## src/rtl/sweep_ctrl.sv

```systemverilog
// -----------------------------------------------------------------------------
// sweep_ctrl
//   Control stage that sits directly upstream of a BITS-wide loadable up/down
//   counter. It drives the counter's enable/up/load/D inputs and watches the
//   counter's Q to sweep the count back and forth between LO and HI, one step
//   per prescaler tick. It also sequences one-shot loads of a user value and
//   start/stop requests.
//
// Ports
//   clk        in   1      system clock, rising edge
//   reset_n    in   1      asynchronous active-low reset
//   start      in   1      level; in IDLE, begin sweeping
//   stop       in   1      level; return to IDLE (highest priority)
//   dir        in   1      initial direction on start (1 = up, 0 = down)
//   load_req   in   1      request a one-shot load of load_val
//   load_val   in   BITS   value to load into the counter
//   rate       in   DIV_W  counter steps once every rate+1 cycles
//   q_in       in   BITS   counter Q feedback
//   cnt_enable out  1      to counter enable
//   cnt_up     out  1      to counter up
//   cnt_load   out  1      to counter load
//   cnt_d      out  BITS   to counter D (registered copy of load_val)
//   busy       out  1      state != IDLE
//   turn       out  1      1-cycle pulse on a direction-reversing step
//   state_dbg  out  2      current FSM state (0 IDLE, 1 RUN_UP, 2 RUN_DOWN,
//                          3 LOAD) for observation only
// -----------------------------------------------------------------------------
module sweep_ctrl #(
    parameter int unsigned BITS  = 4,
    parameter int unsigned LO    = 0,
    parameter int unsigned HI    = 2**BITS - 1,
    parameter int unsigned DIV_W = 8
) (
    input  logic             clk,
    input  logic             reset_n,
    input  logic             start,
    input  logic             stop,
    input  logic             dir,
    input  logic             load_req,
    input  logic [BITS-1:0]  load_val,
    input  logic [DIV_W-1:0] rate,
    input  logic [BITS-1:0]  q_in,
    output logic             cnt_enable,
    output logic             cnt_up,
    output logic             cnt_load,
    output logic [BITS-1:0]  cnt_d,
    output logic             busy,
    output logic             turn,
    output logic [1:0]       state_dbg
);

    typedef enum logic [1:0] {
        S_IDLE     = 2'd0,
        S_RUN_UP   = 2'd1,
        S_RUN_DOWN = 2'd2,
        S_LOAD     = 2'd3
    } state_t;

    localparam logic [BITS-1:0] LO_V = BITS'(LO);
    localparam logic [BITS-1:0] HI_V = BITS'(HI);

    state_t            state_q, state_d;
    state_t            resume_q, resume_d;
    logic [DIV_W-1:0]  div_cnt_q, div_cnt_d;
    logic [BITS-1:0]   cnt_d_q, cnt_d_d;

    logic run;
    logic tick;
    logic at_hi;
    logic at_lo;

    assign run = (state_q == S_RUN_UP) || (state_q == S_RUN_DOWN);
    // ">=" rather than "==" so that lowering rate below the current div_cnt
    // produces a tick at once instead of waiting for div_cnt to wrap.
    assign tick  = run && (div_cnt_q >= rate);
    // Inclusive bounds: a value loaded outside [LO, HI] is walked back into
    // range by the normal step rules and the counter is never told to wrap.
    assign at_hi = (q_in >= HI_V);
    assign at_lo = (q_in <= LO_V);

    always_ff @(posedge clk or negedge reset_n) begin
        if (!reset_n) begin
            state_q   <= S_IDLE;
            resume_q  <= S_IDLE;
            div_cnt_q <= '0;
            cnt_d_q   <= '0;
        end else begin
            state_q   <= state_d;
            resume_q  <= resume_d;
            div_cnt_q <= div_cnt_d;
            cnt_d_q   <= cnt_d_d;
        end
    end

    always_comb begin
        state_d    = state_q;
        resume_d   = resume_q;
        div_cnt_d  = div_cnt_q;
        cnt_d_d    = cnt_d_q;
        cnt_enable = 1'b0;
        cnt_up     = 1'b0;
        cnt_load   = 1'b0;
        turn       = 1'b0;

        // Counter commands. stop suppresses every command in the same cycle,
        // so neither a step nor a load can slip through on the way to IDLE.
        case (state_q)
            S_RUN_UP: begin
                cnt_enable = tick && !stop;
                cnt_up     = !at_hi;
                turn       = tick && at_hi && !stop;
            end
            S_RUN_DOWN: begin
                cnt_enable = tick && !stop;
                cnt_up     = at_lo;
                turn       = tick && at_lo && !stop;
            end
            S_LOAD: begin
                cnt_enable = !stop;
                cnt_load   = !stop;
            end
            default: begin
            end
        endcase

        // Prescaler only counts while sweeping; parked at 0 otherwise so a
        // fresh run always starts a full rate+1 interval.
        if (run) begin
            div_cnt_d = tick ? '0 : div_cnt_q + DIV_W'(1);
        end else begin
            div_cnt_d = '0;
        end

        // Request priority: stop > load_req > start.
        if (stop) begin
            state_d   = S_IDLE;
            div_cnt_d = '0;
        end else if (load_req) begin
            cnt_d_d   = load_val;
            // A back-to-back load keeps the original resume target.
            resume_d  = (state_q == S_LOAD) ? resume_q : state_q;
            state_d   = S_LOAD;
            div_cnt_d = '0;
        end else begin
            case (state_q)
                S_IDLE: begin
                    if (start) begin
                        state_d = dir ? S_RUN_UP : S_RUN_DOWN;
                    end
                end
                S_RUN_UP: begin
                    if (tick && at_hi) begin
                        state_d = S_RUN_DOWN;
                    end
                end
                S_RUN_DOWN: begin
                    if (tick && at_lo) begin
                        state_d = S_RUN_UP;
                    end
                end
                S_LOAD: begin
                    state_d = resume_q;
                end
                default: begin
                    state_d = S_IDLE;
                end
            endcase
        end
    end

    assign cnt_d     = cnt_d_q;
    assign busy      = (state_q != S_IDLE);
    assign state_dbg = state_q;

endmodule

```

## config.mk

```make
export PLATFORM = sky130hd
export DESIGN_NAME = sweep_ctrl
export DESIGN_NICKNAME = d
export VERILOG_FILES = /design/src/rtl/sweep_ctrl.sv
export SDC_FILE = /design/constraint.sdc
export NUM_CORES = 1
export LEC_CHECK = 0
export CAP_MARGIN = 20
export CELL_PAD_IN_SITES_DETAIL_PLACEMENT = 0
export CELL_PAD_IN_SITES_GLOBAL_PLACEMENT = 2
export CORE_UTILIZATION = 25
export DETAILED_ROUTE_END_ITERATION = 7
export DONT_BUFFER_PORTS = 1
export PLACE_DENSITY_LB_ADDON = 0.1
export SLEW_MARGIN = 20
export SYNTH_ARGS = -nofsm -noshare
export SYNTH_HDL_FRONTEND = slang
export SYNTH_SLANG_ARGS = --single-unit
```

## constraint.sdc

```tcl
create_clock -name clk -period 5.3 [get_ports clk]
set_clock_uncertainty 0.1 [all_clocks]
set_input_delay 1.06 -clock clk [delete_from_list [all_inputs] [get_ports clk]]
set_output_delay 1.06 -clock clk [all_outputs]
set_load 0.05 [all_outputs]
```

Word-level counts from Yosys, hierarchy flattened
Cells that the tools add are included.

Register bits: 16. Input port bits: 22. Output and inout bits: 11. Word-level logic and storage cells: 46.

Add/subtract/negate cells: 1. Order comparisons: 3. Equality and inequality tests: 6. Muxes and demuxes: 15. Bitwise logic cells: 2. Reductions and logical operators: 15.

Operators by type and width (count): $mux 8 (4); $mux 2 (6); $add 8x1->8 const B (1); $ge 8x8->1 (1); $ne 4x3->1 const B (2); $pmux 2 s4 (1); $logic_and 1x1->1 (6); $pmux 1 s2 (3); $reduce_and 3->1 (2); $eq 2x2->1 const B (2); $ge 4x4->1 const B (1); $le 4x1->1 const B (1); $ne 4x4->1 const B (1); $eq 2x1->1 const B (1); $logic_not 1->1 (2); $logic_not 2->1 (1); $not 1->1 (2); $reduce_and 2->1 (1); $reduce_bool 2->1 (1); $reduce_or 2->1 (1); $logic_or 1x1->1 (1); $mux 1 (1).

Longest topological paths before layout
Word-level depth: 8. Mapped depth: 8. Depth with buffers taken out: 8.

Worst setup path after synthesis
Ideal clock, no wire load.

Path type: in2out. Start point: input rate[7]. End point: output cnt_enable. Arrival time: 3.199 ns. Data required time: 4.140 ns. Path slack: 0.941 ns. Cell stages on the path: 7. Buffers on the path: 0. Cell sequence: inv_1 > ha_1 > and3_4 > nand2_1 > o31ai_2 > nand2_1 > a211oi_1.

Word-level cells in the longest chain between the ends: 4.

Ends and longest elaborated chain: start, declared (line 41) `input logic [DIV_W-1:0] rate,`; $ge 8x8->1 (line 75) `assign tick = run && (div_cnt_q >= rate);`; $logic_and 1x1->1 (line 75); $logic_and 1x1->1 (line 109, 114); $pmux 1 s2 (line 107) `case (state_q)`; end, declared (line 43) `output logic cnt_enable,`.

No other way between the ends.

Worst setup path after layout
Ends and elaborated chain as after synthesis.

==> flow_metrics.env <==
export IMPL_hold_path_class="in -> async"
export IMPL_clock_sinks=16
export IMPL_setup_viol=0
export IMPL_path_delay_family="compound AO/OA/AOI/OAI gates"
export IMPL_reg2reg_from="div_cnt_q[0]"
export IMPL_die_area_um2=4860
export IMPL_routabilityCongestion=0.672
export IMPL_seqCellArea_um2=400
export IMPL_period_share_pct=76.0
export IMPL_initial_utilization_pct=26.1
export IMPL_syn_area_per_cell_um2=10.1
export IMPL_antenna_found_initial=0
export IMPL_rsz0062_at_grt="false"
export IMPL_seq_area_frac_synth_pct=34.9
export IMPL_area_growth_pct=9.39
export IMPL_firstDrtPassIters=4
export IMPL_die_height_um=69.7
export IMPL_multi_input_area_um2=683
export IMPL_h_tree_depth=1
export IMPL_via_per_inst=4.93
export IMPL_ios=33
export IMPL_cts_tree="built"
export IMPL_power_density_nw_per_um2=255
export IMPL_postLayoutCoreUtil_pct=28.6
export IMPL_yosys_top_cells_area="dfrtp_1, ha_1, mux2_2"
export IMPL_startpoint_type="input pin"
export IMPL_synth_top_cell_area_share_pct=34.9
export IMPL_diodes=0
export IMPL_synth_cells=113
export IMPL_critPathMaxStageDelay_ns=0.77
export IMPL_fp_coreArea_um2=4380
export IMPL_routedWlPerCell_um=14.3
export IMPL_die_width_um=69.7
export IMPL_clockBufferDepth=2
export IMPL_io_buffer_count=0
export IMPL_grt_overflow=0
export IMPL_placed_area_um2=1210
export IMPL_vias=829
export IMPL_cts_buffers=3
export IMPL_crit_buf_inv=1
export IMPL_cp_slowest_cell="a211oi_2"
export IMPL_track_usage_pct=10.5
export IMPL_rr_worst_depth=7
export IMPL_period_needed_ns=4.03
export IMPL_final_common_cell="dfrtp_1"
export IMPL_tightestPinTransition_ns=1.02
export IMPL_maxSlewHeadroom_pct=31.5
export IMPL_leakage_nw=0.563
export IMPL_outcome="completed"
export IMPL_drt_iter0_markers=28
export IMPL_cp_required_ns=4.14
export IMPL_routed_top_layer="met4"
export IMPL_layout_nets=154
export IMPL_r2r_end="div_cnt_q[2]"
export IMPL_path_max_fanout=4
export IMPL_max_freq_mhz=248
export IMPL_design_area_um2=1250
export IMPL_arrival_ns=2.87
export IMPL_fin_setup_tns_ns=0
export IMPL_hpwl_um=1900
export IMPL_clk_pin_slew_worst_paths_ns=0.06
export IMPL_fillers=475
export IMPL_startpoint="rate[7]"
export IMPL_drc=0
export IMPL_ir_drop_uv=129
export IMPL_wl_met1_um=1170
export IMPL_grt_max_degree=17
export IMPL_layout_common_cells="dfrtp_1, inv_1, ha_1"
export IMPL_clock_root_buffer="clkbuf_8"
export IMPL_cp_common_cell="nand2_1"
export IMPL_first_global_vias=868
export IMPL_yosysWarnings=0
export IMPL_routed_wl_met3_um=142
export IMPL_drive_gt1_share_pct=21.6
export IMPL_antenna_left=0
export IMPL_hold_viol=0
export IMPL_fin_hold_ws_ns=0.408
export IMPL_core_rowCount=24
export IMPL_drt_wl_total_um=2400
export IMPL_path_class="in -> out"
export IMPL_clkLatencyLatePin_ns=0.24
export IMPL_crit_chain="inv_1 > ha_1 > and3_4 > nand2_1 > o31ai_2 > nand2_1 > a211oi_2"
export IMPL_postCtsSetupRepairBufs=0
export IMPL_synth_fp_nets=149
export IMPL_synth_area_um2=1150
export IMPL_end_kind="output port"
export IMPL_grt_pass1_wl_um=4050
export IMPL_hold_buffers=0
export IMPL_r2r_setup_slack_ns=2.70
export IMPL_dr_wl_met2_um=1060
export IMPL_synth_cell_types=35
export IMPL_synth_top_cell_by_area="dfrtp_1"
export IMPL_synth_seq_cells=16
export IMPL_cts_resized_gates=0
export IMPL_slew_viol_final=0
export IMPL_drv_cap=0
==> routing by layer <==
metal  vias up  global-route usage (%)
met2        24                    16.1
met3         2                    2.91
met4         0                    4.00
li1        402                       -
met5         -                       0
met1       401                    14.2
==> logic make-up after synthesis <==
kind of cell / synth area share [%]
AO/OA/AOI/OAI: 16.2
XOR/XNOR: 4.59
adder cells (fa/ha/maj): 15.3
buffers and inverters: 5.89
flip-flops: 34.9
multiplexers: 5.89
AND/OR/NAND/NOR: 17.2
==> synth_stat cells (all sizes together) <==
cell	number
a221oi	1
nand2b	2
and3	3
inv	15
o21a	2
nor2b	1
xor2	5
a2111oi	1
or3	1
a21boi	1
and2	1
nand3	6
a21o	1
ha	14
nor4	1
nor3	1
nor2	10
nand4	1
a31oi	4
dfrtp	16
a211oi	3
o21ai	3
a31o	2
nand2	4
a21oi	4
xnor2	1
o31ai	1
or4b	1
buf	1
mux2	6
==> final cells by class <==
type / instances / area share [%]
Tap cell: 52 / 5.19
Inverter: 15 / 4.49
Timing Repair Buffer: 1 / 0.599
Multi-Input combinational cell: 81 / 54.5
Clock buffer: 3 / 3.29
Sequential cell: 16 / 31.9
==> stage by stage <==
stage	power [mW]	setup WS, ns	cells
after detailed placement	0.234	1.26	165
after floorplan	0.222	0.941	113
after CTS	0.325	1.26	168
after global placement	0.234	1.29	165
final	0.319	1.27	168
after global routing	0.335	1.15	168
==> where the power goes <==
part | internal [mW] | switching [mW]
Clock | 0.0502 | 0.0373
Combinational | 0.0273 | 0.0399
Sequential | 0.132 | 0.0324
Total | 0.210 | 0.110
==> sequential cells by signal, indices dropped and copies added (netlist names) <==
| signal | count |
|---|---|
| resume_q | 2 |
| div_cnt_q | 8 |
| cnt_d | 4 |
| state_dbg | 2 |
==> how the worst max path moves through the flow <==
stage,cells after the start,slack [ns],endpoint
after floorplan,7,0.94,cnt_enable
after global placement,7,1.29,cnt_enable
after detailed placement,7,1.26,cnt_enable
after CTS,7,1.26,cnt_enable
after global routing,7,1.15,cnt_enable
final,7,1.27,cnt_enable
(Power assumes the default switching activity.)
